**src/rtl/seg_scan_ctrl.sv**
```systemverilog
// seg_scan_ctrl: multiplexed BCD digit scanner with dead time, frame-synchronous update, leading-zero blanking; define SEG_DIM_EN for a dim input
module seg_scan_ctrl #(
  parameter int NUM_DIGITS = 6,
  parameter int DIV = 12000,
  parameter int BLANK_CYC = 64,
  parameter int SEL_ACTIVE_LOW = 0
) (
  input  logic                    clk_sys,
  input  logic                    rst_n,
  input  logic [4*NUM_DIGITS-1:0] bcd_in,
  input  logic                    load,
`ifdef SEG_DIM_EN
  input  logic [3:0]              dim,
`endif
  input  logic                    lz_blank_en,
  output logic [3:0]              bcd_out,
  output logic [NUM_DIGITS-1:0]   digit_sel,
  output logic                    frame_tick
);
  localparam int PW = $clog2(DIV);
  localparam int SW = NUM_DIGITS > 1 ? $clog2(NUM_DIGITS) : 1;
  localparam logic [PW-1:0] PRE_LAST = PW'(DIV - 1);
  localparam logic [PW-1:0] PRE_BLANK = PW'(BLANK_CYC);
  localparam logic [SW-1:0] SLOT_LAST = SW'(NUM_DIGITS - 1);
  localparam logic [NUM_DIGITS-1:0] SEL_OFF = {NUM_DIGITS{SEL_ACTIVE_LOW != 0}};
  logic [PW-1:0] pre;
  logic [SW-1:0] slot;
  logic [4*NUM_DIGITS-1:0] shadow, display;
  logic pending, boundary, on, show;
  logic [3:0] digit;
  logic [NUM_DIGITS-1:0] lz_mask, onehot;
  assign boundary = pre == PRE_LAST && slot == SLOT_LAST;
  assign digit = display[4*slot +: 4];
  assign onehot = NUM_DIGITS'(1) << slot;
  // lz_mask[k] is set when digit k and every digit above it are zero
  always_comb begin
    logic z;
    z = 1'b1;
    for (int k = NUM_DIGITS - 1; k >= 0; k--) begin
      z = z && display[4*k +: 4] == 4'd0;
      lz_mask[k] = z;
    end
  end
`ifdef SEG_DIM_EN
  logic [3:0] dim_q, dim_e;
  logic [31:0] on_end;
  assign dim_e = pre == '0 ? dim : dim_q;
  assign on_end = 32'(BLANK_CYC + (((DIV - BLANK_CYC) * (int'(dim_e) + 1)) >> 4));
  assign on = pre >= PRE_BLANK && 32'(pre) < on_end;
  always_ff @(posedge clk_sys or negedge rst_n)
    if (!rst_n) dim_q <= 4'hF;
    else if (pre == '0) dim_q <= dim;
`else
  assign on = pre >= PRE_BLANK;
`endif
  assign show = on && !(lz_blank_en && slot != '0 && lz_mask[slot]);
  always_ff @(posedge clk_sys or negedge rst_n)
    if (!rst_n) begin
      pre <= '0;
      slot <= '0;
      shadow <= '0;
      display <= '0;
      pending <= 1'b0;
      bcd_out <= 4'hF;
      digit_sel <= SEL_OFF;
      frame_tick <= 1'b0;
    end else begin
      pre <= pre == PRE_LAST ? '0 : pre + 1'b1;
      if (pre == PRE_LAST) slot <= slot == SLOT_LAST ? '0 : slot + 1'b1;
      if (load) shadow <= bcd_in;
      if (boundary) begin
        display <= load ? bcd_in : pending ? shadow : display;
        pending <= 1'b0;
      end else if (load) pending <= 1'b1;
      frame_tick <= boundary;
      bcd_out <= show ? digit : 4'hF;
      digit_sel <= show ? onehot ^ SEL_OFF : SEL_OFF;
    end
endmodule

```
**config.mk**
```make
export PLATFORM = sky130hd
export DESIGN_NAME = seg_scan_ctrl
export DESIGN_NICKNAME = d
export VERILOG_FILES = /design/src/rtl/seg_scan_ctrl.sv
export SDC_FILE = /design/constraint.sdc
export NUM_CORES = 1
export LEC_CHECK = 0
export ABC_AREA = 1
export BUFFER_PORTS_ARGS = -buffer_cell sky130_fd_sc_hd__buf_2
export CAP_MARGIN = 15
export CELL_PAD_IN_SITES_DETAIL_PLACEMENT = 0
export CELL_PAD_IN_SITES_GLOBAL_PLACEMENT = 1
export CORE_MARGIN = 3
export CORE_UTILIZATION = 47
export DETAILED_ROUTE_END_ITERATION = 16
export PLACE_DENSITY_LB_ADDON = 0.1
export SETUP_SLACK_MARGIN = 0.15
export SYNTH_ARGS = -nofsm -noshare
export SYNTH_HDL_FRONTEND = slang
export SYNTH_SLANG_ARGS = --single-unit
```
**constraint.sdc**
```tcl
create_clock -name clk_sys -period 2.6 [get_ports clk_sys]
set_clock_uncertainty 0.15 [all_clocks]
set_input_delay 0.26 -clock clk_sys [delete_from_list [all_inputs] [get_ports clk_sys]]
set_output_delay 0.26 -clock clk_sys [all_outputs]
set_load 0.01 [all_outputs]
```
==> results.md <==
* Max incr delay on CP at 0.40 ns
* Hold Slack at 0.0122 ns
* Largest cells by area after synthesis: dfrtp_1 (53%), nand2_1 (17%), inv_1 (5.4%)
* CTS Buf Count at 9
* Int Pwr at 1.86 mW
* Vias per cell at 4.60
* Slew Viols, Final at 0
* Drt drc at 0
* Placement Rows at 30
* Outcome: finished, final reports clean
* Crit-path max FO at 48
* Post-route cell area at 4190 um^2
* Vias in the first global route at 2601
* CP top delay family: simple AND/OR/NAND/NOR gates
* Sinks on Clock Net at 77
* Syn avg cell area at 8.20 um^2
* Hold buffer count at cts at 24
* Synthesized Nets at 455
* Clock group share of total power at 41.9%
* # Max-Cap Violations at 0
* Share of layout cells above drive strength 1 at 14.7%
* CTS max path bufs at 2
* Final worst setup slack at 0.555 ns
* Die area at 8470 um^2
* CP Class: reg2reg
* Worst-margin pin slew at 0.925 ns
* GR peak layer: met2
* I/O Pins at 39
* DP HPWL at 4630 um
* Slowest-stage cell, CP: dfrtp_1
* Grt ovf at 0
* Die Span Y at 92.0 um
* # nets final at 516
* Yosys synthesis warning count at 0
* Synthesized cell area at 3480 um^2
* Post-place setup slack at 0.554 ns
* Final setup vio count at 0
* GRT Total Usage at 17.8%
* Clk Latency, worst-skew pair at 0.34 ns
* Met2 usage at 27.0%
* Tmin final at 2.05 ns
* TritonRoute pass-1 iters at 5
* Switch share at 21.5%
* H-tree levels at 3
* Met1 GRT Util at 24.6%
* Worst path bufs/invs at 2
* Fmax at 0.489 GHz
* Core ar. at 6980 um^2
* Diodes inserted at 0
* Register bit count reported by yosys at 77
* Worst path cell trace: ha_1 > nand3_1 > inv_1 > nand4_2 > nor2_4 > nand3_2 > buf_4 > nand2_1 > o21ai_0
* Hold Violations, Final at 0
* Yosys top cell area share at 52.5%
* PostCTS Resize Cnt at 0
* Largest net degree at the start of global routing at 78
* WL final at 6680 um
* Synth-to-Final Area Change at 20.5%
* Post-route ant nets at 0
* Post-synth top area cell: dfrtp_1
* Unique masters post-synth at 30
* DP Area at 3720 um^2
* Global-route wire length before repair at 11800 um
* Initial antenna violation count at 0
* CTS tree: yes
* Via Count at 2697
* Drt initial violations at 97
* Cell Count, Final, Fillers Out at 586
* Post-synthesis async set-or-reset flop share at 100%
* Initial Utilization at 49.8%
* Setup repair bufs after CTS at 0
* WP data arrival at 2.10 ns
* Seq/Total Area, Yosys at 55.6%
* Top-count cell post-synth: nand2_1
* Post-route clock period utilization at 78.7%
* Routability cong. at 0.805
* Setup Total Neg Slack at 0 ns
* Number of synthesized flops with an enable pin at 0
* Worst Setup Start Kind: flip-flop
* Post-synthesis cell count at 424
* Part of the power in registers at 52.3%
* Post-synth top cells: nand2_1 (157), dfrtp_1 (73), inv_1 (50)
* Routed wire per std cell at 11.4 um
* Pwr Total at 2.37 mW
* WP data required at 2.66 ns
* Max-slew headroom at 38.3%
* Total power per unit cell area at 565 nW/um^2
* Root Buffer: clkbuf_8
* Combinational share of power at 5.8%
* Peak VDD IR at 321 uV
* Met3 Track Usage GR at 5.91%
* Psw at 0.509 mW
* Port Buffers at 38
* Worst Setup End Kind: flip-flop
* Worst-path clk slew at 0.08 ns
* RSZ-0062 raised after global routing: false
* Die Wd at 92.0 um
* Placed cells at 546
* Main synth FF type: dfrtp_1
* Path category of the worst min-delay check: in2reg
* P_leak at 2.18 nW
* Fin util at 60.0%
-- final cells by class --
class | instances | area, um^2
inverter | 51 | 191
multi-input combinational | 281 | 1260
fill | 658 | 2790
clock buffer | 11 | 141
timing repair buffer | 65 | 455
clock inverter | 5 | 83.8
tap | 96 | 120
sequential | 77 | 1930
-- power by group through the flow --
stage	combinational, mW	clock [mW]	sequential [mW]
3_3_place_gp	0.112	0	1.26
3_5_place_dp	0.114	0	1.26
2_1_floorplan	0.0572	0	1.26
5_1_grt	0.162	1.08	1.24
4_1_cts	0.141	1.02	1.24
6_report	0.137	0.991	1.24
-- worst min-delay path, delay by kind of cell --
family,cells,cell delay [ns]
buffers and inverters,1,0.07
and+or+nand+nor,2,0.13
-- registers in the layout, summed over array words and instances (netlist names) --
| signal | cells |
|---|---|
| slot | 3 |
| display | 24 |
| shadow | 24 |
| pending | 1 |
| digit_sel | 6 |
| pre | 14 |
| bcd_out | 4 |
| frame_tick | 1 |
-- path summary, 6_finish.rpt --
path                                 start          to  slack (ns)  cells after the start
worst min register to register  shadow[17]  shadow[17]        0.32                      2
min in group asynchronous            rst_n  shadow[10]        0.45                      2
worst max-delay path                pre[0]  display[3]        0.55                      9
worst min-delay path            bcd_in[23]  shadow[23]        0.01                      3
max in group asynchronous            rst_n  display[1]        1.25                      2
worst max register to register      pre[0]  display[3]        0.55                      9
-- cells in the final DEF, fill, tap and decap left out, drive strengths merged, types with 8 or more instances in the layout --
cell / Yosys / layout
nand3: 14 / 14
inv: 51 / 51
buf: 7 / 41
dfrtp: 73 / 73
dlygate4sd3: 0 / 24
clkbuf: 8 / 11
nor2: 41 / 41
nand4: 8 / 8
o21ai: 31 / 31
nand2: 158 / 158
a21oi: 11 / 11
-- per-layer routing --
layer,vias up,wire length (um)
met4,0,45
met1,1205,3310
met5,-,0
met3,8,337
met2,52,2980
li1,1432,-
-- cell families (layout without fill, tap and decap cells) --
group           Yosys count  count (layout)  synth area share (%)
flops                    77              77                  55.6
compound gates           45              45                  7.12
xor+xnor                  4               4                  1.01
simple gates            229             229                  27.2
fa+ha+maj                 3               3                  1.08
buf+inv                  66             132                  8.06
Note: power is estimated with default switching activity, not from simulation.
